==> src/rtl/main.sv <==
// rtl/main.sv - two-digit decimal adder with raw/ASCII digit inputs and registered BCD/ASCII outputs
//
// Ports:
//   clk                      rising-edge clock for all state
//   rst                      synchronous active-high reset
//   AD, AU                   tens / units digit of operand A (raw 0-9 or ASCII '0'-'9')
//   BD, BU                   tens / units digit of operand B (same encoding)
//   YC, YD, YU               hundreds / tens / units BCD digit of A + B
//   YC_ASC, YD_ASC, YU_ASC   ASCII codes of YC / YD / YU
//   ERR                      at least one input digit was invalid on the last edge

module main (
    input  logic       clk,
    input  logic       rst,
    input  logic [6:0] AD,
    input  logic [6:0] AU,
    input  logic [6:0] BD,
    input  logic [6:0] BU,
    output logic [3:0] YC,
    output logic [3:0] YD,
    output logic [3:0] YU,
    output logic [6:0] YC_ASC,
    output logic [6:0] YD_ASC,
    output logic [6:0] YU_ASC,
    output logic       ERR
);

    // Returns {valid, digit}. Raw 0x00-0x09 and ASCII 0x30-0x39 both carry
    // the digit in the low nibble, so only the validity test differs.
    function automatic logic [4:0] f_decode(input logic [6:0] v);
        logic [4:0] res;
        res = 5'd0;
        if (v <= 7'd9) begin
            res = {1'b1, v[3:0]};
        end else if ((v[6:4] == 3'b011) && (v[3:0] <= 4'd9)) begin
            res = {1'b1, v[3:0]};
        end
        return res;
    endfunction

    logic [4:0] w_ad;
    logic [4:0] w_au;
    logic [4:0] w_bd;
    logic [4:0] w_bu;
    logic       w_valid;

    assign w_ad    = f_decode(AD);
    assign w_au    = f_decode(AU);
    assign w_bd    = f_decode(BD);
    assign w_bu    = f_decode(BU);
    assign w_valid = w_ad[4] & w_au[4] & w_bd[4] & w_bu[4];

    // Per-digit BCD addition. A digit sum above 9 produces a carry, and
    // adding 6 modulo 16 folds 10..19 back onto 0..9.
    logic [4:0] w_u_sum;
    logic       w_u_carry;
    logic [3:0] w_u_dig;
    logic [4:0] w_t_sum;
    logic       w_t_carry;
    logic [3:0] w_t_dig;

    assign w_u_sum   = {1'b0, w_au[3:0]} + {1'b0, w_bu[3:0]};
    assign w_u_carry = (w_u_sum > 5'd9);
    assign w_u_dig   = w_u_carry ? (w_u_sum[3:0] + 4'd6) : w_u_sum[3:0];

    assign w_t_sum   = {1'b0, w_ad[3:0]} + {1'b0, w_bd[3:0]} + {4'd0, w_u_carry};
    assign w_t_carry = (w_t_sum > 5'd9);
    assign w_t_dig   = w_t_carry ? (w_t_sum[3:0] + 4'd6) : w_t_sum[3:0];

    logic [3:0] r_yc;
    logic [3:0] r_yd;
    logic [3:0] r_yu;
    logic [6:0] r_yc_asc;
    logic [6:0] r_yd_asc;
    logic [6:0] r_yu_asc;
    logic       r_err;

    always_ff @(posedge clk) begin
        if (rst || !w_valid) begin
            // Reset and invalid input both force a zero result; only the
            // invalid case raises ERR.
            r_yc     <= 4'd0;
            r_yd     <= 4'd0;
            r_yu     <= 4'd0;
            r_yc_asc <= 7'h30;
            r_yd_asc <= 7'h30;
            r_yu_asc <= 7'h30;
            r_err    <= !rst;
        end else begin
            r_yc     <= {3'b000, w_t_carry};
            r_yd     <= w_t_dig;
            r_yu     <= w_u_dig;
            r_yc_asc <= 7'h30 + {6'd0, w_t_carry};
            r_yd_asc <= 7'h30 + {3'd0, w_t_dig};
            r_yu_asc <= 7'h30 + {3'd0, w_u_dig};
            r_err    <= 1'b0;
        end
    end

    assign YC     = r_yc;
    assign YD     = r_yd;
    assign YU     = r_yu;
    assign YC_ASC = r_yc_asc;
    assign YD_ASC = r_yd_asc;
    assign YU_ASC = r_yu_asc;
    assign ERR    = r_err;

endmodule

==> config.mk <==
export PLATFORM = sky130hd
export DESIGN_NAME = main
export DESIGN_NICKNAME = d
export VERILOG_FILES = /design/src/rtl/main.sv
export SDC_FILE = /design/constraint.sdc
export NUM_CORES = 1
export LEC_CHECK = 0
export CAP_MARGIN = 15
export CORE_ASPECT_RATIO = 0.7
export CORE_UTILIZATION = 38
export CTS_CLUSTER_SIZE = 25
export DETAILED_ROUTE_END_ITERATION = 10
export PLACE_DENSITY = 0.76
export REMOVE_ABC_BUFFERS = 1
export SKIP_LAST_GASP = 1
export SYNTH_ARGS = -nofsm -noshare
export SYNTH_HDL_FRONTEND = slang
export SYNTH_SLANG_ARGS = --single-unit
==> constraint.sdc <==
create_clock -name clk -period 6.35 [get_ports clk]
set_input_delay 1.27 -clock clk [delete_from_list [all_inputs] [get_ports clk]]
set_output_delay 1.27 -clock clk [all_outputs]
set_load 0.02 [all_outputs]
# Word level (Yosys, flattened, before mapping)
# Index checks and enable logic that the tools add are counted.
[op_classes] addsub=8 magnitude_cmp=10 eq_ne=4 n_mux=10 bitwise_logic=3 reduce_logical=7
[ops] cell="5-bit 2-to-1 mux" n=8
[ops] cell="7-bit by 4-bit less-or-equal comparator with 1-bit output, second input constant" n=4
[ops] cell="4-bit less-or-equal comparator, second input constant" n=4
[ops] cell="6-bit by 4-bit adder with 7-bit output, first input constant" n=2
[ops] cell="3-bit by 2-bit equality test with 1-bit output, second input constant" n=4
[ops] cell="4-bit by 4-bit adder with 5-bit output" n=2
[ops] cell="5-bit by 4-bit greater-than comparator with 1-bit output, second input constant" n=2
[ops] cell="4-bit by 3-bit adder with 4-bit output, second input constant" n=2
[ops] cell="4-bit 2-to-1 mux" n=2
[ops] cell="6-bit by 1-bit adder with 7-bit output, first input constant" n=1
[ops] cell="5-bit by 1-bit adder with 5-bit output" n=1
[ops] cell="1-bit logical AND" n=4
[ops] cell="1-bit AND" n=3
[ops] cell="1-bit zero test" n=2
[ops] cell="1-bit logical OR" n=1
[word_totals] ff_bits=34 in_bits=30 output_inout_bits=34 elab_cells=50

# Longest topological paths before layout
# Gate-level depths: netlist of the first run.
[logic_depth] ltp_word=10 mapped_depth=20 ltp_nobuf=20

# Worst setup path after synthesis of the first run
# Ideal clock, no wire load.
[synth_timing] path_type="input to register" start="input AU[2]" end="register r_yd[2], in the netlist YD[2]" setup_time_ns=0.117 t_arrival_ns=5.461 required_time_ns=6.233 setup_slack_ns=0.772 cell_stages=20 path_buffers=0 path_cell_list="o21a_1 -> nor3_2 -> and2_1 -> ha_1 -> inv_1 -> fa_1 -> xor2_1 -> ha_1 -> nand2_1 -> a32o_1 -> o311ai_2 -> inv_1 -> fa_1 -> fa_1 -> xor2_1 -> ha_1 -> a22o_1 -> o311a_1 -> mux2i_1 -> nor2b_1"
[synth_between] elab_chain_len=9 word_cells_on_any_way=16 cone_classes="add/sub (3); order compare (4); mux (3); bitwise (3); reduce/logical (3)"
[synth_rtl] item="start, declared" line="16" source="input logic [6:0] AU,"
[synth_rtl] item="4-bit less-or-equal comparator" line="35" source="end else if ((v[6:4] == 3'b011) && (v[3:0] <= 4'd9)) begin"
[synth_rtl] item="1-bit logical AND" line="35"
[synth_rtl] item="5-bit 2-to-1 mux" line="35"
[synth_rtl] item="5-bit 2-to-1 mux (*)" line="33" source="if (v <= 7'd9) begin"
[synth_rtl] item="4-bit by 4-bit adder with 5-bit output / 1-bit AND (equally long branches)" line="62, 51"
[synth_rtl] item="5-bit by 4-bit greater-than comparator with 1-bit output / 1-bit AND (equally long branches)" line="63, 51"
[synth_rtl] item="5-bit by 1-bit adder with 5-bit output / 1-bit AND (equally long branches)" line="66, 51"
[synth_rtl] item="4-bit by 3-bit adder with 4-bit output, or another cell as far along" line="68" source="assign w_t_dig = w_t_carry ? (w_t_sum[3:0] + 4'd6) : w_t_sum[3:0];"
[synth_rtl] item="4-bit 2-to-1 mux / 1-bit logical OR (equally long branches)" line="68, 79"
[synth_rtl] item="end signal, assigned" line="91" source="r_yd <= w_t_dig;"
[synth_rtl] item="end, declared" line="71" source="logic [3:0] r_yd;"
# Every way passes the cells marked *; elsewhere a longest branch is shown, timed or not.
# A chain may end at the register's enable or synchronous reset.

# Worst setup path in the final report of the first run
[layout_timing] start="input AU[1]" end="register r_yd[2], in the netlist YD[2]"
# The elaborated chain is that of the path after synthesis.

==> impl_metrics.csv, run 1 <==
group,metric,value,unit
critical_path,crit_path_max_fanout,5,
run,drv_cap,0,
outcome,outcome,"completed",
yosys,netlist.area_leader.share,0.181,
floorplanning,start_util,0.423,
layout,antennaDiodeCount,0,
layout,syn2layout_area_growth,41.3,%
yosys,async_reset_ff_frac,0,
routing,routed-via-count,930,
clock_tree,numCtsBuffers,3,
layout,fin_util,0.598,
yosys,yosysMostFrequentCell,"buf_4",
critical_path,crit_arrival,6130,ps
routing,ant_nets,0,
floorplanning,die_area,3130,µm²
yosys,synth-seq-cells,10,
yosys,ys_top_cells_by_area,"dfxtp_1 (18%), buf_4 (16%), ha_1 (11%), and2_1 (7.4%), fa_1 (5.4%)",
clock_tree,clock-sinks,10,
layout,fillCellCount,248,
power_and_ir_drop,total_power,194,µW
power_and_ir_drop,pwr-share-comb,0.368,
placed_design,post-dp-hpwl,1900,µm
critical_path,crit_required,6450,ps
timing,drv_slew,0,
routing,wl,2060,µm
timing,fin_crit_sh,0.951,
yosys,ys_types,34,
floorplanning,io_pins,64,
routing,wl_per_cell,9.95,µm
floorplanning,die_w,66.4,µm
yosys,avgSynthCellArea,8.30,µm²
placed_design,numPortBuffers,48,
power_and_ir_drop,seq_power_share,0.327,
timing,timing.fmax,166,MHz
grt,antenna_found_initial,0,
routing,vias_per_cell,4.49,
grt,overflow,0,
layout,stdcell_count,207,
power_and_ir_drop,switching_share,0.272,
clock_tree,path_clk_slew,40,ps
yosys,syn_inst,133,
routing,drt_iter0_markers,16,
power_and_ir_drop,power_leakage,0.000617,µW
grt,busiest_layer,"met2",
yosys,synth-edff-count,0,
placed_design,dpl.cell_count,204,
clock_tree,h-tree-depth,1,
yosys,yosys-top-cells-count,"buf_4 (24), and2_1 (13), dfxtp_1 (10), ha_1 (10), inv_1 (10)",
clock_tree,hold_buffers,0,
floorplanning,fp-row-count,15,
power_and_ir_drop,switchingPower,52.9,µW
placed_design,place_congestion,0.803,
clock_tree,cts_tree,"yes",
min_path,hp-class,"in -> reg",
timing,rsz0062_at_grt,"no",
floorplanning,core_area,2610,µm²
timing,hold_viol,0,
grt,grt_usage,0.151,
yosys,synth_ff_type,"dfxtp_1",
routing,drtPass1Iterations,4,
yosys,seq_area_frac_synth,0.181,
yosys,yosysWarnings,0,
timing,final-setup-viol-count,0,
power_and_ir_drop,powerDensity,125,nW/µm²
yosys,synth.largest_area_cell,"dfxtp_1",
grt,grt_pass1_vias,855,
floorplanning,fp.dieH,47.1,µm
grt,grt_pass1_wl,3570,µm
clock_tree,cts-root-buf,"clkbuf_8",
layout,drive_gt1_frac,0.0694,
grt,grtUsageMet2,0.273,
power_and_ir_drop,p_int,141,µW
critical_path,critical_path_class,"in -> reg",
critical_path,endpoint_kind,"flop",
power_and_ir_drop,max-vdd-ir-drop,0.0432,mV
clock_tree,cts_buffer_depth,2,
grt,grt_max_degree,11,
power_and_ir_drop,power.share.clock,0.305,
timing,post-route-min-period,6040,ps
grt,met3_usage,0.0146,
layout,fin_nets,218,
critical_path,worstSetupStartpointType,"input port",
grt,met1_usage,0.194,
yosys,syn_area,1100,µm²
routing,route.detailed.drc,0,
==> critical path: stages <==
cell and delay [ps]:
clkdlybuf4s50_1 430, o21a_1 210, nor3_4 240, and2_1 160, ha_1 160, inv_1 50
fa_1 420, xor2_2 270, ha_1 190, nand2_1 50, a32o_1 210, o311ai_2 270
inv_1 90, fa_1 400, fa_1 410, xor2_1 190, ha_1 240, a22o_1 220
o311a_1 350, mux2i_1 140, nor2b_1 140
==> timing repair <==
| item | 4_1_cts | 5_1_grt |
|---|---|---|
| setup endpoints to repair | 0 | 3 |
| setup buffers | 0 | 0 |
| hold endpoints to repair | 0 | 0 |
| resized for setup | 0 | 3 |
==> cell type report <==
type,count,area [µm²],share of cell area
inverters,10,37.5,0.0241
clock buffers,3,41.3,0.0265
flip-flops and latches,10,200,0.128
well taps,34,42.5,0.0273
multi-input cells,101,749,0.481
repair buffers,49,488,0.313
==> final timing paths <==
path	cells past startpoint	startpoint	end	slack [ps]
hold / removal	2	rst	ERR$_SDFF_PN0_	1630
setup / recovery	21	AU[1]	YD[2]$_SDFF_PP0_	310
==> metal layers <==
metal  up-vias  part of all wire  routed length, µm
li1        481                 -                  -
met4         0                 0                  0
met1       405              0.48                995
met3         0             0.061                126
met5         -                 0                  0
met2        44              0.46                937
==> per-stage QoR <==
stage / worst slack (ps) / hold WS, ps / instance area, µm² / setup TNS, ps
4_1_cts: 198 / 1630 / 1540 / 0
3_3_place_gp: 66.1 / 1870 / 1500 / 0
3_5_place_dp: -14.3 / 1860 / 1500 / -14.3
2_1_floorplan: 765 / 1340 / 967 / 0
5_1_grt: 31.9 / 1650 / 1560 / 0
6_report: 313 / 1630 / 1560 / 0
==> flip-flops by register name, summed over array words and instances, names as in the netlist <==
signal	cells
YD	4
YC	1
ERR	1
YU_ASC	4
==> layout by cell type, fill, tap and decap left out, types with 2 or more instances in the layout <==
cell type,n
a21oi_1,4
and2_1,13
and3_1,2
clkbuf_8,3
clkdlybuf4s50_1,48
conb_1,15
dfxtp_1,10
fa_1,3
ha_1,10
inv_1,10
mux2_2,2
nand2_1,5
nand3_1,2
nor2_1,9
nor2b_1,5
nor3_4,2
o21a_1,3
o21ai_0,3
xnor2_1,2
xor2_1,5
==> cells by family after synthesis <==
group | after synthesis | share of synthesized area
flip-flops | 10 | 0.181
XOR/XNOR | 8 | 0.0635
other | 2 | 0.00681
AND/OR/NAND/NOR | 43 | 0.225
buffers and inverters | 35 | 0.202
AO/OA/AOI/OAI | 19 | 0.125
adder cells (fa/ha/maj) | 13 | 0.168
multiplexers | 3 | 0.0295
==> power by group through the flow <==
stage / logic (µW) / registers (µW) / clock network (µW)
after floorplan: 41.7 / 65.0 / 0
after global placement: 67.6 / 64.5 / 0
after detailed placement: 69.3 / 64.6 / 0
after CTS: 69.9 / 63.5 / 61.7
after global routing: 79.0 / 63.4 / 65.9
final: 71.5 / 63.5 / 59.3
Power figures use the tool's default switching activity.
==> inputs of run 2 (changes only) <==
- PLACE_DENSITY: 0.76 -> 0.8
==> run 2 against run 1 <==
Flip-flop and latch count stayed put; largest power group unchanged; largest cell class unchanged; critical path type unchanged; routed wire length up 7.6%; non-clock buffer count is the same.
==> impl_metrics.csv, run 2 (synthesized netlist as in run 1, its figures left out) <==
group,metric,value,unit
floorplanning,die_w,66.4,µm
timing,drv_slew,0,
critical_path,critical_path_class,"in -> reg",
layout,fillCellCount,225,
clock_tree,hold_buffers,0,
critical_path,cpPeakStageDelay,430,ps
layout,syn2layout_area_growth,40.1,%
routing,ant_nets,0,
clock_tree,numCtsBuffers,3,
min_path,min_from,"rst",
power_and_ir_drop,powerDensity,126,nW/µm²
power_and_ir_drop,power_leakage,0.000613,µW
clock_tree,cts_buffer_depth,2,
timing,timing.fmax,164,MHz
routing,drtPass1Iterations,4,
clock_tree,cts_tree,"yes",
floorplanning,fp-row-count,15,
floorplanning,core_area,2610,µm²
routing,wl,2220,µm
grt,overflow,0,
layout,fin_nets,218,
critical_path,crit_buf_inv,3,
clock_tree,cts-root-buf,"clkbuf_8",
critical_path,crit_family,"adder cells",
layout,drive_gt1_frac,0.0694,
timing,fin_crit_sh,0.963,
routing,route.detailed.drc,0,
floorplanning,die_area,3130,µm²
placed_design,post-dp-hpwl,1950,µm
placed_design,dpl.cell_count,204,
grt,antenna_found_initial,0,
timing,final-setup-viol-count,0,
power_and_ir_drop,max-vdd-ir-drop,0.0450,mV
critical_path,crit_arrival,6220,ps
min_path,hp-class,"in -> reg",
layout,seqCellArea,200,µm²
floorplanning,start_util,0.423,
clock_tree,cts_resized,0,
outcome,outcome,"completed",
layout,stdcell_count,207,
critical_path,crit_path_max_fanout,5,
min_path,min_path_cells,2,
critical_path,crit_chain,"clkdlybuf4s50_1 -> o21a_1 -> nor3_2 -> and2_1 -> ha_1 -> inv_1 -> fa_1 -> xor2_2 -> ha_1 -> nand2_1 -> a32o_1 -> o311ai_2 -> inv_1 -> fa_1 -> fa_1 -> xor2_1 -> ha_1 -> a22o_1 -> o311a_1 -> mux2i_1 -> nor2b_1",
run,drv_cap,0,
timing,fin_hold_ws,1620,ps
layout,fin_util,0.593,
critical_path,worstSetupStartpointType,"input port",
min_path,hold_end,"ERR$_SDFF_PN0_",
grt,grt_pass1_vias,865,
clock_tree,post_cts_buffers,0,
critical_path,crit_required,6460,ps
timing,post-route-min-period,6120,ps
grt,grt_max_degree,11,
clock_tree,clock-sinks,10,
layout,antennaDiodeCount,0,
routing,wl_per_cell,10.7,µm
routing,drt_iter0_markers,23,
critical_path,crit_slowest_cell,"clkdlybuf4s50_1",
clock_tree,h-tree-depth,1,
floorplanning,io_pins,64,
floorplanning,fp.dieH,47.1,µm
timing,hold_viol,0,
routing,routed-via-count,948,
grt,grt_pass1_wl,3560,µm
critical_path,endpoint_kind,"flop",
grt,grt_usage,0.153,
layout,final_common_cell,"clkdlybuf4s50_1",
placed_design,place_congestion,0.847,
routing,vias_per_cell,4.58,
clock_tree,path_clk_slew,40,ps
placed_design,numPortBuffers,48,
layout,multi_input_area,737,µm²
layout,mostFrequentLayoutCells,"clkdlybuf4s50_1 (48), conb_1 (15), and2_1 (13)",
## run 2: how the worst max path moves through the flow
stage / startpoint / to / depth (start not counted)
floorplan: AU[2] / YD[2]$_SDFF_PP0_ / 20
finish: BU[1] / YD[2]$_SDFF_PP0_ / 21
CTS: BU[1] / YD[2]$_SDFF_PP0_ / 21
global route: BU[1] / YD[3]$_SDFF_PP0_ / 21
detailed placement: BU[1] / YD[2]$_SDFF_PP0_ / 21
global placement: BU[1] / YD[2]$_SDFF_PP0_ / 21
## run 2: power by group
group	leakage, µW	total [µW]	switching (µW)	internal, µW
clock network	0.0000216	60.7	19.6	41.0
logic	0.000511	71.1	34.3	36.8
registers	0.0000809	63.5	0.0807	63.4
total	0.000613	195	54.0	141
## run 2: final cells by class
class,count,share of cell area
Clock buffer,3,0.0267
Inverter,10,0.0243
Multi-Input combinational cell,101,0.477
Sequential cell,10,0.129
Tap cell,34,0.0275
Timing Repair Buffer,49,0.316
## run 2: routing by layer
layer  routed length (µm)  track usage  part of all wire
met5                    0            0                 0
met3                  110       0.0218             0.050
met4                   17       0.0596            0.0077
met2                 1130        0.302              0.51
met1                  954        0.172              0.43
## run 2: per-stage QoR
| step | setup WS [ps] | TNS, ps | cell area [µm²] | power [µW] |
|---|---|---|---|---|
| global placement | 126 | 0 | 1500 | 132 |
| CTS | 168 | 0 | 1540 | 197 |
| floorplan | 765 | 0 | 967 | 107 |
| global route | -15.0 | -15.0 | 1550 | 208 |
| detailed placement | -23.0 | -23.0 | 1500 | 134 |
| finish | 234 | 0 | 1550 | 195 |
